<file path="config.mk">
export PLATFORM = sky130hd
export DESIGN_NAME = spram_fifo_prefetch
export DESIGN_NICKNAME = d
export VERILOG_FILES = /design/src/rtl/spram_fifo_prefetch.sv
export SDC_FILE = /design/constraint.sdc
export NUM_CORES = 1
export LEC_CHECK = 0
export ABC_AREA = 0
export CAP_MARGIN = 20
export CELL_PAD_IN_SITES_DETAIL_PLACEMENT = 0
export CELL_PAD_IN_SITES_GLOBAL_PLACEMENT = 2
export CORE_MARGIN = 5
export CORE_UTILIZATION = 47
export DETAILED_ROUTE_END_ITERATION = 7
export HOLD_SLACK_MARGIN = 0.1
export PLACE_DENSITY = 0.87
export SYNTH_ARGS = -nofsm -noshare
export SYNTH_HDL_FRONTEND = slang
export SYNTH_SLANG_ARGS = --single-unit
</file>
<file path="constraint.sdc">
create_clock -name clk -period 4.1 [get_ports clk]
set_clock_uncertainty 0.05 [all_clocks]
set_input_delay 1.23 -clock clk [delete_from_list [all_inputs] [get_ports clk]]
set_output_delay 1.23 -clock clk [all_outputs]
set_load 0.03 [all_outputs]
</file>
<file path="src/rtl/spram_fifo_prefetch.sv">
// Valid/ready FIFO backed by a single-port RAM, with a 1-entry input stage,
// a 2-entry output prefetch buffer, an empty-path bypass, occupancy count and flags.
module spram_fifo_prefetch #(
  parameter int unsigned DATA_WIDTH = 8,
  parameter int unsigned FIFO_DEPTH = 32,
  parameter int unsigned AFULL_TH   = FIFO_DEPTH,
  parameter int unsigned AEMPTY_TH  = 1,
  parameter int unsigned CNT_WIDTH  = $clog2(FIFO_DEPTH + 4)
) (
  input  logic                  clk,
  input  logic                  rst,
  input  logic                  flush,
  input  logic [DATA_WIDTH-1:0] in_data,
  input  logic                  in_valid,
  output logic                  in_ready,
  output logic [DATA_WIDTH-1:0] out_data,
  output logic                  out_valid,
  input  logic                  out_ready,
  output logic [CNT_WIDTH-1:0]  count,
  output logic                  almost_full,
  output logic                  almost_empty
);

  localparam int unsigned ADDR_WIDTH = $clog2(FIFO_DEPTH);
  localparam int unsigned RCW        = ADDR_WIDTH + 1;
  localparam logic [RCW-1:0]       RamFull  = RCW'(FIFO_DEPTH);
  localparam logic [CNT_WIDTH-1:0] AfullTh  = CNT_WIDTH'(AFULL_TH);
  localparam logic [CNT_WIDTH-1:0] AemptyTh = CNT_WIDTH'(AEMPTY_TH);

  logic [DATA_WIDTH-1:0] mem [FIFO_DEPTH];
  logic [DATA_WIDTH-1:0] rd_data_q;

  logic                  ib_valid_q, ib_valid_d;
  logic [DATA_WIDTH-1:0] ib_data_q, ib_data_d;
  logic [ADDR_WIDTH-1:0] rd_ptr_q, rd_ptr_d, wr_ptr_q, wr_ptr_d;
  logic [RCW-1:0]        ram_cnt_q, ram_cnt_d;
  logic                  rd_inflight_q, rd_inflight_d;
  logic [DATA_WIDTH-1:0] ob_data_q [2];
  logic [DATA_WIDTH-1:0] ob_data_d [2];
  logic [1:0]            ob_cnt_q, ob_cnt_d;
  logic [CNT_WIDTH-1:0]  count_q, count_d;
  logic                  afull_q, afull_d, aempty_q, aempty_d;

  logic                  clr, do_read, do_bypass, do_write, ib_leaving;
  logic                  in_hs, out_hs, ob_push;
  logic [1:0]            ob_credit, ob_keep;
  logic [DATA_WIDTH-1:0] ob_push_data;

  assign clr = rst | flush;

  // RAM slot arbitration looks only at registered state; in-flight reads hold ob credit.
  always_comb begin
    ob_credit  = ob_cnt_q + {1'b0, rd_inflight_q};
    do_read    = !clr && (ram_cnt_q != '0) && (ob_credit < 2'd2);
    do_bypass  = !clr && !do_read && ib_valid_q && (ram_cnt_q == '0) && !rd_inflight_q &&
                 (ob_cnt_q < 2'd2);
    do_write   = !clr && !do_read && !do_bypass && ib_valid_q && (ram_cnt_q < RamFull);
    ib_leaving = do_bypass | do_write;
    in_ready   = !clr && (!ib_valid_q || ib_leaving);
    in_hs      = in_valid && in_ready;
    out_hs     = (ob_cnt_q != 2'd0) && out_ready;
    ob_push    = rd_inflight_q | do_bypass;
    ob_push_data = rd_inflight_q ? rd_data_q : ib_data_q;
  end

  always_comb begin
    ib_valid_d    = ib_valid_q;
    ib_data_d     = ib_data_q;
    rd_ptr_d      = rd_ptr_q + ADDR_WIDTH'(do_read);
    wr_ptr_d      = wr_ptr_q + ADDR_WIDTH'(do_write);
    ram_cnt_d     = ram_cnt_q + RCW'(do_write) - RCW'(do_read);
    rd_inflight_d = do_read;
    ob_data_d     = ob_data_q;
    ob_keep       = ob_cnt_q;
    count_d       = count_q + CNT_WIDTH'(in_hs) - CNT_WIDTH'(out_hs);

    if (in_hs) begin
      ib_valid_d = 1'b1;
      ib_data_d  = in_data;
    end else if (ib_leaving) begin
      ib_valid_d = 1'b0;
    end

    // Pop shifts the head out first; a push then lands in the first free slot.
    if (out_hs) begin
      ob_data_d[0] = ob_data_q[1];
      ob_keep      = ob_cnt_q - 2'd1;
    end
    ob_cnt_d = ob_keep;
    if (ob_push) begin
      ob_data_d[ob_keep[0]] = ob_push_data;
      ob_cnt_d              = ob_keep + 2'd1;
    end

    if (clr) begin
      ib_valid_d    = 1'b0;
      rd_ptr_d      = '0;
      wr_ptr_d      = '0;
      ram_cnt_d     = '0;
      rd_inflight_d = 1'b0;
      ob_cnt_d      = 2'd0;
      count_d       = '0;
    end

    afull_d  = !clr && (count_d >= AfullTh);
    aempty_d = clr || (count_d <= AemptyTh);
  end

  always_ff @(posedge clk) begin
    if (do_write) mem[wr_ptr_q] <= ib_data_q;
    if (do_read)  rd_data_q     <= mem[rd_ptr_q];
  end

  always_ff @(posedge clk) begin
    ib_data_q    <= ib_data_d;
    ob_data_q[0] <= ob_data_d[0];
    ob_data_q[1] <= ob_data_d[1];
  end

  always_ff @(posedge clk) begin
    if (rst) begin
      ib_valid_q    <= 1'b0;
      rd_ptr_q      <= '0;
      wr_ptr_q      <= '0;
      ram_cnt_q     <= '0;
      rd_inflight_q <= 1'b0;
      ob_cnt_q      <= 2'd0;
      count_q       <= '0;
      afull_q       <= 1'b0;
      aempty_q      <= 1'b1;
    end else begin
      ib_valid_q    <= ib_valid_d;
      rd_ptr_q      <= rd_ptr_d;
      wr_ptr_q      <= wr_ptr_d;
      ram_cnt_q     <= ram_cnt_d;
      rd_inflight_q <= rd_inflight_d;
      ob_cnt_q      <= ob_cnt_d;
      count_q       <= count_d;
      afull_q       <= afull_d;
      aempty_q      <= aempty_d;
    end
  end

  assign out_valid    = (ob_cnt_q != 2'd0);
  assign out_data     = ob_data_q[0];
  assign count        = count_q;
  assign almost_full  = afull_q;
  assign almost_empty = aempty_q;

endmodule
</file>
# After elaboration in Yosys (flattened, before gate mapping)
# Memories as Yosys holds them, arrays and structs flattened. A register that Yosys moved wholly into a read port is not among the register bits.
# Cells that the tools add are included.
[totals]
wordCells = 73
mem_bits_rw = 256
reg_bits = 52
n_memories = 1
inputBits = 13
[op_classes]
n_addsub = 9
reduce_logical = 27
n_lt_le_gt_ge = 7
muxes = 13
bitwise = 4
[memory_table]
columns = ["name", "words", "width", "rd", "rd_clocked_by_memory_dff", "wr", "line", "source"]
rows = [
  ["mem", 32, 8, 1, 1, 1, "30", "logic [DATA_WIDTH-1:0] mem [FIFO_DEPTH];"],
]
[ops]
columns = ["op", "count"]
rows = [
  ["$mux W8", 3],
  ["$bwmux W16", 1],
  ["$mux W16", 1],
  ["$logic_and A1 B1 Y1", 15],
  ["$add A6 B1 Y6", 2],
  ["$sub A6 B1 Y6", 2],
  ["$add A5 B1 Y5", 2],
  ["$demux W8 S1", 1],
  ["$ge A6 B6 Y1 const B", 1],
  ["$le A6 B1 Y1 const B", 1],
  ["$logic_not A6 Y1", 1],
  ["$lt A6 B6 Y1 const B", 1],
  ["$mux W6", 1],
  ["$reduce_bool A6 Y1", 1],
  ["$logic_not A1 Y1", 5],
  ["$lt A2 B2 Y1 const B", 2],
  ["$mux W1", 4],
  ["$mux W2", 2],
  ["$reduce_bool A2 Y1", 2],
  ["$or A1 B1 Y1", 3],
  ["$add A2 B1 Y2", 1],
  ["$add A2 B1 Y2 const B", 1],
  ["$ge A2 B2 Y1 const B", 1],
  ["$logic_or A1 B1 Y1", 2],
  ["other kinds (4)", 4],
]

# Logic depth before layout (Yosys ltp)
[depth]
depth_word = 23
depth_mapped = 16
mapped_depth_nobuf = 16

# Least setup slack after synthesis
# Ideal clock, no wire load.
[synth_path]
kind = "input to register"
from = "input flush"
to = "register aempty_q, in the netlist almost_empty"
path_buffers = 1
stages = 13
path_slack_ns = 0.095
t_required_ns = 3.958
arrival_time_ns = 3.863
setup_time_ns = 0.092
cell_sequence = "or2_0 -> clkbuf_1 -> nor2_1 -> nand2_1 -> ha_1 -> inv_1 -> ha_1 -> fa_1 -> a21o_1 -> a21oi_1 -> xor2_1 -> nor2_1 -> nor4_1"
[synth_via]
elab_chain_len = 23
[synth_rtl]
columns = ["element", "line", "source"]
rows = [
  ["start: declaration", "12", "input logic flush,"],
  ["$or A1 B1 Y1 *", "49", "assign clr = rst | flush;"],
  ["$logic_not A1 Y1 *", "--", ""],
  ["$logic_and A1 B1 Y1 (2 in series)", "54", "do_read = !clr && (ram_cnt_q != '0) && (ob_credit < 2'd2);"],
  ["$logic_not A1 Y1", "55, 57", ""],
  ["$logic_and A1 B1 Y1", "55, 57", ""],
  ["$logic_and A1 B1 Y1 (4 in series)", "55", "do_bypass = !clr && !do_read && ib_valid_q && (ram_cnt_q == '0) && !rd_inflight_q &&"],
  ["$logic_not A1 Y1", "57", "do_write = !clr && !do_read && !do_bypass && ib_valid_q && (ram_cnt_q < RamFull);"],
  ["$logic_and A1 B1 Y1 (3 in series)", "57", ""],
  ["[... 2 more ...]", "--", ""],
  ["$logic_and A1 B1 Y1 *", "59", "in_ready = !clr && (!ib_valid_q || ib_leaving);"],
  ["named net in_ready", "15", "output logic in_ready,"],
  ["$logic_and A1 B1 Y1 *", "60", "in_hs = in_valid && in_ready;"],
  ["$add A6 B1 Y6 *", "75", "count_d = count_q + CNT_WIDTH'(in_hs) - CNT_WIDTH'(out_hs);"],
  ["$sub A6 B1 Y6 *", "75", ""],
  ["$mux W6 *", "95", "if (clr) begin"],
  ["$le A6 B1 Y1 *", "106", "aempty_d = clr || (count_d <= AemptyTh);"],
  ["$logic_or A1 B1 Y1 *", "106", ""],
  ["end signal: assignment", "140", "aempty_q <= aempty_d;"],
  ["end: declaration", "42", "logic afull_q, afull_d, aempty_q, aempty_d;"],
]
# Mark *: on every way through the listed nets, which the timed path passes. The rest lies on a longest branch.
# A chain may end at the register's enable or synchronous reset.

# Worst setup path after layout
[layout_path]
from = "input flush"
to = "output in_ready"
[layout_via]
elab_chain_len = 17
[layout_rtl]
columns = ["element", "line", "source"]
rows = [
  ["$or A1 B1 Y1 *", "49", ""],
  ["$logic_not A1 Y1 *", "--", ""],
  ["$logic_and A1 B1 Y1 (2 in series)", "54", ""],
  ["$logic_not A1 Y1", "55, 57", ""],
  ["$logic_and A1 B1 Y1", "55, 57", ""],
  ["$logic_and A1 B1 Y1 (4 in series)", "55", ""],
  ["$logic_not A1 Y1", "57", ""],
  ["$logic_and A1 B1 Y1 (3 in series)", "57", ""],
  ["$or A1 B1 Y1", "58", "ib_leaving = do_bypass | do_write;"],
  ["$logic_or A1 B1 Y1", "59", ""],
  ["$logic_and A1 B1 Y1 *", "59", ""],
  ["end: declaration", "15", ""],
]
# Mark *: on every way between the ends. The rest lies on a longest branch, timed or not.

==> run metrics <==
status=completed; antenna cells=0; DRT iter0 DRCs=between 400 and 500; Clk Latency, worst-skew pair=about 0.55 ns; final setup fails=0; Final min period=3.85 ns; Syn Inst Count=around 720; Critical Path End Type=output port; synth top area cells=edfxtp_1, mux4_2, dfxtp_1; max_cap viols=0; startpoint types=primary input; pin count of the biggest net entering global routing=47; switching portion of total power=0.218; cell area after layout=0.0148 sq mm; layout cell share with drive strength beyond 1=0.202; drt first pass iters=5; clock slew at reported path FFs=0.06 ns; Lkg Pwr=0.00484 uW; Overflow after GRT=0; PnR worst setup slack=0.246 ns; part of the power in combinational logic=0.114; Port Buffers=30; cts bufs inserted=31; total setup buffers inserted after CTS=0; final wirelength=approximately 26 mm; asr flop ratio synth=0; row count=60; WHS Path Cells=2; P_sw=between 1500 and 2000 uW; post-synthesis instance area=0.0128 sq mm; Synth top area share=0.655; power per cell area=~520 mW/mm^2; Post-route DRC=0; GRT Total Usage=0.169; fin crit share=0.940; Pins Over Slew Limit=0; crit-path max cell delay=0.41 ns; Seq/Total Area, Yosys=0.711; Root Buffer Master=clkbuf_16; WHS=around 0.53 ns; Arr. time, crit path=2.57 ns; Avg WL per Cell=22.4 um; Ys Warns=0; cts hold-fix bufs=0; worst slew pin tran=1.05 ns; initial antenna violation count=0; most frequent cells in the layout=edfxtp_1, buf_4, mux2i_1; TritonCTS clock tree=built; Syn Area/Cell=17.8 sq um; Clk network pwr share=0.415; Initial Utilization=0.476; Yosys top cell by area=edfxtp_1; fill cell count=2012; Worst Hold End=ram_cnt_q[0]; most common cell after layout, fill and taps aside=edfxtp_1; #FFs+latches synth=316; RSZ-0062 raised after global routing=false; die width=175 um; Post-DRT Antenna Nets=0; Detail Placement HPWL=16.5 mm; Via Count=6732; Area Overhead vs Synth=15.5%; synth unique cells=54; Max VDD drop=432 uV; clk buf depth=3; I/O Pins=31; hold path start=ram_cnt_q[0]; core footprint=0.0270 sq mm; reg2reg setup slack=between 0.7 and 0.8 ns; crit-path cells=clkdlybuf4s50_1 > nor2_1 > o211ai_1 > a21boi_0 > nor2_1 > buf_4 > buf_4; first-pass GRT wire length=40.3 mm; CP Max Fanout=2; Min-Delay Path Class=register to register; post-layout util=0.550; number of global-route vias before repair=6876; Place WS=-0.0441 ns; RR Startpoint=ram_cnt_q[3]; Int Pwr=6060 uW; gpl congestion=0.762; EDFF count, synth=280; Reg power frac=0.471; crit path kind=primary input to output port; Max Clock Freq=0.259 GHz; Rel. slew slack=0.298; Req. time, crit path=2.82 ns; die height=175 um; placed cell area=approximately 0.014 sq mm; RR Endpoint=almost_empty; clk sink count=316; Syn Nets=754; H-tree depth=1; Main synth FF type=edfxtp_1; slowest CP cell=clkdlybuf4s50_1; die area=0.0307 sq mm; Hold Vio Cnt, Final=0; nets@finish=approximately 800; R2R depth=16; Via density=5.84; post_cts resized=0
per-stage QoR:
| stage | setup TNS, ns | std cells | power (uW) |
|---|---|---|---|
| 2_1_floorplan | 0 | 719 | 4380 |
| 3_3_place_gp | 0 | 1094 | 4570 |
| 3_5_place_dp | -0.0441 | 1095 | 4600 |
| 4_1_cts | 0 | 1153 | 7800 |
| 5_1_grt | 0 | 1153 | 8040 |
| 6_report | 0 | 1153 | 7750 |
cell type report:
type / count / area (sq um) / share of cell area
sequential: 316 / 9130 / 0.616
multi-input combinational: 330 / 3290 / 0.222
clock buffer: 34 / 787 / 0.0531
timing repair buffer: 85 / 714 / 0.0482
tap: 341 / 427 / 0.0288
clock inverter: 24 / 390 / 0.0263
inverter: 23 / 86.3 / 0.00582
cell usage after synthesis, drive strengths merged (3+ instances only):
master,number
nor2,21
or2,5
nor3,34
nor2b,4
and2,10
xor2,7
o221ai,4
buf,41
a21oi,20
nand2,5
inv,23
or3,4
a31o,9
nand3,8
dfxtp,36
mux2,8
o22ai,7
a22oi,8
clkbuf,9
o21ai,3
mux4,50
a211oi,15
ha,20
nand2b,6
mux2i,38
xnor2,6
or4,3
edfxtp,280
o211ai,7
a22o,7
cells by family after synthesis:
logic type,after synthesis,share of synthesized area
buffers and inverters,73,0.0324
and+or+nand+nor,108,0.0445
DFF,316,0.711
muxes,96,0.129
AOI/OAI and AO/OA,91,0.0512
adders and majority gates,22,0.0226
xor gates and xnor gates,13,0.00887
flip-flops by register name, indices dropped and copies added, names as in the netlist, named ones only:
register and cells:
out_data 8, count 6, rd_ptr_q 5, wr_ptr_q 5, ib_valid_q 1, rd_data_q 8
almost_empty 1, mem 256, ib_data_q 8, ob_cnt_q 2, ram_cnt_q 6, almost_full 1
rd_inflight_q 1
how the worst max path moves through the flow:
stage / end / startpoint / slack [ns] / cells after the start
floorplan: almost_empty / flush / 0.1 / 13
global placement: almost_empty / flush / 0.06 / 15
detailed placement: almost_empty / flush / -0.04 / 15
CTS: in_ready / flush / 0.24 / 7
global route: in_ready / flush / 0.11 / 7
finish: in_ready / flush / 0.25 / 7
routing by layer:
metal,global-route usage,vias up,share of wire
met1,0.242,3478,0.43
met3,0.0201,41,0.054
met2,0.279,208,0.49
met4,0.0426,0,0.021
met5,0,-,0
li1,-,3005,-
power groups by stage:
| stage | Clock (uW) | Sequential [uW] | Combinational [uW] |
|---|---|---|---|
| global placement | 0 | 3710 | 851 |
| finish | 3210 | 3650 | 882 |
| CTS | 3260 | 3650 | 885 |
| detailed placement | 0 | 3720 | 880 |
| global route | 3420 | 3660 | 958 |
| floorplan | 0 | 3730 | 655 |
worst max-delay path: cells and delay by family:
kind                   cells  cell delay, ns
AO/OA/AOI/OAI              2            0.39
buffers and inverters      3            0.71
AND/OR/NAND/NOR            2            0.25
Power figures use the tool's default switching activity.
